[src/rtl/mole_scheduler.sv]
`default_nettype none
// ============================================================================
// Module : mole_scheduler
// Whack-a-mole sequencer: LFSR mole pick, fixed lit/dark windows, hit scoring.
// Rev    : 1.0
// ============================================================================
module mole_scheduler #(
  parameter int MOLE_ON_CYCLES = 100000000,
  parameter int GAP_CYCLES     = 25000000,
  parameter int ROUNDS         = 20
) (
  input  logic       cin,
  input  logic       rst_n,
  input  logic       start,
  input  logic [8:0] hit_btn,
  output logic [8:0] mole_led,
  output logic [6:0] score,
  output logic [7:0] round_cnt,
  output logic       busy,
  output logic       game_over
);

  localparam int TMAX = (MOLE_ON_CYCLES > GAP_CYCLES) ? MOLE_ON_CYCLES : GAP_CYCLES;
  localparam int TW   = $clog2(TMAX + 1);

  localparam logic [1:0] S_IDLE = 2'd0;
  localparam logic [1:0] S_GAP  = 2'd1;
  localparam logic [1:0] S_UP   = 2'd2;
  localparam logic [1:0] S_OVER = 2'd3;

  localparam logic [TW-1:0] GAP_LAST  = TW'(GAP_CYCLES - 1);
  localparam logic [TW-1:0] UP_LAST   = TW'(MOLE_ON_CYCLES - 1);
  localparam logic [TW-1:0] TIMER_ONE = TW'(1);
  localparam logic [7:0]    ROUNDS_C  = 8'(ROUNDS);
  localparam logic [6:0]    SCORE_MAX = 7'd99;

  logic [1:0]    state_q, state_d;
  logic [TW-1:0] timer_q, timer_d;
  logic [7:0]    lfsr_q, lfsr_d;
  logic          start_hist_q, start_hist_d;
  logic [8:0]    hit_hist_q, hit_hist_d;
  logic [3:0]    last_idx_q, last_idx_d;
  logic [8:0]    mole_led_q, mole_led_d;
  logic [6:0]    score_q, score_d;
  logic [7:0]    round_cnt_q, round_cnt_d;
  logic          busy_q, busy_d;
  logic          game_over_q, game_over_d;

  logic          start_rise;
  logic [8:0]    hit_rise;
  logic          mole_hit;
  logic [3:0]    cand;
  logic [3:0]    next_idx;

  always_comb begin
    start_rise = start & ~start_hist_q;
    hit_rise   = hit_btn & ~hit_hist_q;
    // mole_led is one-hot in UP, so masking with it selects the active button
    mole_hit   = |(hit_rise & mole_led_q);
    cand       = 4'(lfsr_q % 8'd9);
    if (cand == last_idx_q) begin
      next_idx = (cand == 4'd8) ? 4'd0 : cand + 4'd1;
    end else begin
      next_idx = cand;
    end
  end

  always_comb begin
    lfsr_d       = {lfsr_q[6:0], lfsr_q[7] ^ lfsr_q[5] ^ lfsr_q[4] ^ lfsr_q[3]};
    start_hist_d = start;
    hit_hist_d   = hit_btn;
    state_d      = state_q;
    timer_d      = timer_q + TIMER_ONE;
    last_idx_d   = last_idx_q;
    mole_led_d   = mole_led_q;
    score_d      = score_q;
    round_cnt_d  = round_cnt_q;

    case (state_q)
      S_IDLE, S_OVER: begin
        timer_d    = '0;
        mole_led_d = '0;
        if (start_rise) begin
          score_d     = '0;
          round_cnt_d = '0;
          state_d     = S_GAP;
        end
      end
      S_GAP: begin
        if (timer_q == GAP_LAST) begin
          timer_d = '0;
          if (round_cnt_q == ROUNDS_C) begin
            state_d = S_OVER;
          end else begin
            state_d     = S_UP;
            mole_led_d  = 9'(1) << next_idx;
            last_idx_d  = next_idx;
            round_cnt_d = round_cnt_q + 8'd1;
          end
        end
      end
      S_UP: begin
        // a hit on the timeout cycle still scores
        if (mole_hit) begin
          timer_d    = '0;
          state_d    = S_GAP;
          mole_led_d = '0;
          score_d    = (score_q >= SCORE_MAX) ? SCORE_MAX : score_q + 7'd1;
        end else if (timer_q == UP_LAST) begin
          timer_d    = '0;
          state_d    = S_GAP;
          mole_led_d = '0;
        end
      end
      default: begin
        timer_d    = '0;
        state_d    = S_IDLE;
        mole_led_d = '0;
      end
    endcase

    busy_d      = (state_d == S_GAP) || (state_d == S_UP);
    game_over_d = (state_d == S_OVER);
  end

  always_ff @(posedge cin or negedge rst_n) begin
    if (!rst_n) begin
      state_q      <= S_IDLE;
      timer_q      <= '0;
      lfsr_q       <= 8'h01;
      start_hist_q <= 1'b0;
      hit_hist_q   <= '0;
      last_idx_q   <= '0;
      mole_led_q   <= '0;
      score_q      <= '0;
      round_cnt_q  <= '0;
      busy_q       <= 1'b0;
      game_over_q  <= 1'b0;
    end else begin
      state_q      <= state_d;
      timer_q      <= timer_d;
      lfsr_q       <= lfsr_d;
      start_hist_q <= start_hist_d;
      hit_hist_q   <= hit_hist_d;
      last_idx_q   <= last_idx_d;
      mole_led_q   <= mole_led_d;
      score_q      <= score_d;
      round_cnt_q  <= round_cnt_d;
      busy_q       <= busy_d;
      game_over_q  <= game_over_d;
    end
  end

  assign mole_led  = mole_led_q;
  assign score     = score_q;
  assign round_cnt = round_cnt_q;
  assign busy      = busy_q;
  assign game_over = game_over_q;

endmodule
`default_nettype wire
[config.mk]
export PLATFORM = sky130hd
export DESIGN_NAME = mole_scheduler
export DESIGN_NICKNAME = d
export VERILOG_FILES = /design/src/rtl/mole_scheduler.sv
export SDC_FILE = /design/constraint.sdc
export NUM_CORES = 1
export LEC_CHECK = 0
export CAP_MARGIN = 0
export CORE_MARGIN = 2
export CORE_UTILIZATION = 48
export DETAILED_ROUTE_END_ITERATION = 12
export HOLD_SLACK_MARGIN = 0.15
export PLACE_DENSITY = 0.68
export SLEW_MARGIN = 0
export SYNTH_ARGS = -nofsm -noshare
export SYNTH_HDL_FRONTEND = slang
export SYNTH_SLANG_ARGS = --single-unit
[constraint.sdc]
create_clock -name cin -period 5.4 [get_ports cin]
set_clock_uncertainty 0.15 [all_clocks]
set_input_delay 0.54 -clock cin [delete_from_list [all_inputs] [get_ports cin]]
set_output_delay 0.54 -clock cin [all_outputs]
set_load 0.01 [all_outputs]
After elaboration in Yosys (flattened, before gate mapping)

Index checks and enable logic that the tools add are counted.

Add/sub/neg operators: 4
Div/mod/pow operators: 1
Order comparisons: 1
Equality and inequality tests: 16
Shift-type cells: 1
Mux-type cells: 25
Bitwise operators: 9
Reduce and logical (&&, ||, !) cells: 10

Operators with widths:

| operator              | count |
|---|---|
| $mux 27               | 3 |
| $pmux 27 s3           | 1 |
| $mux 9                | 4 |
| $add 27x1->27 const B | 1 |
| $eq 27x25->1 const B  | 1 |
| $eq 27x27->1 const B  | 1 |
| $pmux 9 s3            | 1 |
| $mux 8                | 3 |
| $mux 7                | 3 |
| $and 9x9->9           | 2 |
| $pmux 8 s2            | 1 |
| $pmux 7 s2            | 1 |
| $not 9->9             | 1 |
| $reduce_and 3->1      | 3 |
| $reduce_or 9->1       | 1 |
| $shl 1x4->9 const A   | 1 |
| $add 8x1->8 const B   | 1 |
| $eq 2x2->1 const B    | 4 |
| $eq 8x5->1 const B    | 1 |
| $mod 8x4->8 const B   | 1 |
| $mux 2                | 4 |
| $mux 4                | 2 |
| $ne 2x2->1 const B    | 4 |
| $add 7x1->7 const B   | 1 |
| other kinds (16)      | 21 |

Register bits after elaboration: 77
Output and inout bits: 26

Depth between registers and ports, before layout

Word-level depth: 8
Depth in mapped cells: 21
Depth with buffers taken out: 19

Worst setup path after synthesis

OpenSTA, ideal clock, no wires.

Path kind: flip-flop to flip-flop
Start point: reg lfsr_q[6]
End point: reg mole_led_q[4], in the netlist mole_led[4]
Library setup time: 0.095 ns
Data arrival time: 4.346 ns
Required time: 5.155 ns
Path slack: 0.808 ns
Cell stages (with the launch flop): 21
Path buffers: 2
Period minus slack after synthesis: 4.592 ns
Cells stage by stage: dfrtp_1 buf_6 clkbuf_1 a31oi_1 o211a_1 ha_1 a21oi_1 o211ai_1 nand3_1 nand3_2 xnor2_1 ha_1 and3b_1 o311a_1 a2111oi_4 mux2i_1 a211oi_2 and4b_4 mux2_4 nand2b_4 o31ai_1

Longest elaborated chain between the ends: 8
Elaborated cells between the ends (all ways): 10
Classes of those cells: 1 x add/sub; 1 x div; 2 x eq/ne; 1 x shift; 5 x mux

RTL lines:

| element                                   | RTL line | text |
|---|---|---|
| start: declaration                        | 39       | `logic [7:0] lfsr_q, lfsr_d;` |
| start signal: assignment                  | 142      | `lfsr_q <= lfsr_d;` |
| $mod 8x4->8 *                             | 60       | `cand = 4'(lfsr_q % 8'd9);` |
| $add 4x1->4 or $eq 4x4->1 (tied branches) | 62       | `next_idx = (cand == 4'd8) ? 4'd0 : cand + 4'd1;` |
| $mux 4                                    | 62       |  |
| $mux 4 *                                  | 61       | `if (cand == last_idx_q) begin` |
| $shl 1x4->9 *                             | 96       | `mole_led_d = 9'(1) << next_idx;` |
| $mux 9 *                                  | 92       | `if (round_cnt_q == ROUNDS_C) begin` |
| $mux 9 *                                  | 90       | `if (timer_q == GAP_LAST) begin` |
| $pmux 9 s3 *                              | 79       | `case (state_q)` |
| end signal: assignment                    | 146      | `mole_led_q <= mole_led_d;` |
| end: declaration                          | 43       | `logic [8:0] mole_led_q, mole_led_d;` |

Every way passes the cells marked *; elsewhere a longest branch is shown, timed or not. The select of a mux whose other input is x is not followed.
A chain may end at the register's enable or synchronous reset.

Worst setup path in the final report

Start point: reg lfsr_q[3]
End point: reg mole_led_q[4], in the netlist mole_led[4]

The elaborated chain is that of the path after synthesis.

==> run_results.csv <==
group,metric,value,unit
routing,drt_iter0_drc,200,
synth,syn-mean-instance-area,9.28,um2
clocking,cts_tree,"yes",
global_routing,grtUsageTotal,20.9,%
worst_setup_path,path_class,"reg2reg",
run,drv_cap,0,
synth,synth_area_leaders,"dfrtp_1 39%, nand2_1 4.7%, nor2_1 4.5%",
clocking,post-cts-setup-buffer-count,0,
final_layout,fin_cells,704,
synth,yosys_warnings,0,
sta,worst_hold_slack,0.194,ns
worst_setup_path,worstRegToRegCells,18,
sta,min_period,4.92,ns
sta,clock.fmax,203,MHz
floorplanning,dieArea,11000,um2
worst_setup_path,worstSetupStartpointType,"flop",
global_routing,overflow,0,
synth,ys_seq_area_share,39.4,%
sta,timing.final.crit_share,91.1,%
sta,hold_viol_final,0,
worst_setup_path,crit_required,5.51,ns
synth,synth.cell_area,4890,um2
final_layout,layout_commonest_cell,"dfrtp_1",
floorplanning,initial_utilization,49.8,%
routing,drt_pre_antenna_iters,5,
sta,relSlewSlack,24.7,%
global_routing,grt_pass1_wl,19100,um
floorplanning,die_x,105,um
placement,dp_cells,689,
power,powerDensity,178,nW/um2
worst_setup_path,cp.arrival,5.03,ns
placement,dp_hpwl,8150,um
floorplanning,row_count,36,
clocking,numCtsBuffers,9,
routing,wl_per_cell,15.7,um
floorplanning,core,9820,um2
synth,synth_top_flop_cell,"dfrtp_1",
routing,vias,4006,
routing,drc_errors,0,
sta,setup_viol,0,
floorplanning,ios,38,
sta,rsz0062_at_grt,"false",
sta,tightest_slew,1.12,ns
final_layout,final_area,5560,um2
final_layout,drive_gt1_share,11.0,%
worst_setup_path,end_kind,"flop",
global_routing,antenna_found_initial,0,
floorplanning,die-height,105,um
final_layout,syn2layout_area_growth,13.6,%
sta,fin_setup_tns,0,ns
routing,vias_per_cell,5.69,
routing,ant_nets,0,
clocking,ctsHoldBuffers,0,
synth,yosys.area.top_type,"dfrtp_1",
global_routing,grt_pass1_vias,4035,
final_layout,final_core_util,56.6,%
routing,wirelength,11000,um
clocking,cts.path.max_buffers,2,
synth,synth_edf_count,0,
synth,ys_ff_latch,77,
clocking,clkTransAtPathRegs,0.08,ns
worst_setup_path,cp_max_fo,13,
placement,gp_congestion,0.925,
clocking,clkLatencyLatePin,0.35,ns
synth,synthCells,527,
clocking,cts.sinks,77,
min_path,hold_class,"in2async",
status,outcome,"finished clean",
final_layout,final_nets,590,
synth,synth.distinct_cells,82,
global_routing,grt_max_degree,78,
synth,synthArstFlopShare,100,%
placement,io_buffers,37,
power,p_leak,2.37,nW
synth,synth_fp_nets,550,
sta,slew_violations,0,
clocking,htreeDepth,3,
placement,place_area,5380,um2
synth,synth_top_cell_area_share,38.9,%
power,peakVddDrop,128,uV
clocking,cts_root_buffer,"clkbuf_8",
final_layout,num_antenna_cells,0,
final_layout,final_cell_mix,"76 x dfrtp_1, 61 x nand2_1, 59 x nor2_1",
-- cell families after synthesis --
family                     count (synthesis)  share of synthesized area (%)
xor gates and xnor gates                  47                           8.87
AOI/OAI and AO/OA                        105                           16.5
DFF                                       77                           39.4
and+or+nand+nor                          242                           26.5
adders and majority gates                 11                           2.81
buffers and inverters                     37                           4.04
muxes                                      8                           1.82
-- synth_stat cells (all sizes together), types with 4 or more instances --
cell type and number:
xnor2 21, mux2 4, ha 11, nor3 8
mux2i 4, nor4bb 4, a21oi 21, nor4 5
nor3b 5, buf 12, and4 4, nand2b 13
and3 11, nand3 33, o21ai 22, nor2 59
clkbuf 6, nand2 63, nand4 7, xor2 25
inv 19, o211ai 6, dfrtp 76, o31ai 9
o22ai 6
-- metal layers --
layer  global-route usage (%)  wire (um)
met1                     27.7       5170
met2                     35.0       5250
met3                     3.24        413
met4                     6.67        201
met5                        0          0
-- final timing paths --
check | start | end | slack (ns)
max | lfsr_q[3] | mole_led[4] | 0.48
min | rst_n | timer_q[21] | 0.19
max reg2reg | lfsr_q[3] | mole_led[4] | 0.48
min reg2reg | lfsr_q[0] | lfsr_q[1] | 0.32
max in group asynchronous | rst_n | timer_q[10] | 4.29
min in group cin | lfsr_q[0] | lfsr_q[1] | 0.32
-- state kept, by name, indices dropped and copies added, names as in the netlist --
signal,count
timer_q,27
start_hist_q,1
lfsr_q,8
last_idx_q,4
state_q,2
game_over,1
round_cnt,8
score,7
hit_hist_q,9
mole_led,9
busy,1
-- worst max-delay path, stage by stage, from the launching register on --
cell      delay (ns)
dfrtp_1         0.55
nor4bb_1        0.37
o31ai_2         0.13
o211a_1         0.17
ha_1            0.19
a21oi_1         0.12
o211ai_1        0.12
nand3_1         0.20
nand3_2         0.21
xnor2_2         0.29
ha_1            0.23
nor3b_1         0.50
nor4_2          0.15
nand3_2         0.18
mux2i_1         0.28
and4b_4         0.26
mux2_4          0.31
nand2b_4        0.16
o31ai_1         0.24
-- where the power goes --
group	internal [mW]	switching [mW]
Sequential	0.580	0.00102
Combinational	0.00880	0.0150
Clock	0.164	0.220
-- what timing repair did --
| item | in CTS | in global routing |
|---|---|---|
| gates resized for setup | 0 | 3 |
| endpoints found under the setup margin | 0 | 10 |
| hold endpoints to repair | 0 | 0 |
-- layout make-up --
class	instances	area, um2
fillers	876	4260
inverters	19	71.3
clock inverters	6	38.8
repair buffers	47	443
multi-input cells	413	2790
well taps	133	166
flip-flops and latches	77	1930
clock buffers	9	124
-- stage by stage --
| stage | setup slack [ns] | total power, mW |
|---|---|---|
| 6_report | 0.479 | 0.988 |
| 5_1_grt | 0.000686 | 1.02 |
| 3_5_place_dp | 0.318 | 0.618 |
| 2_1_floorplan | 0.808 | 0.596 |
| 3_3_place_gp | 0.520 | 0.617 |
| 4_1_cts | 0.306 | 1.00 |
No activity file was read; power rests on OpenSTA's default activity.
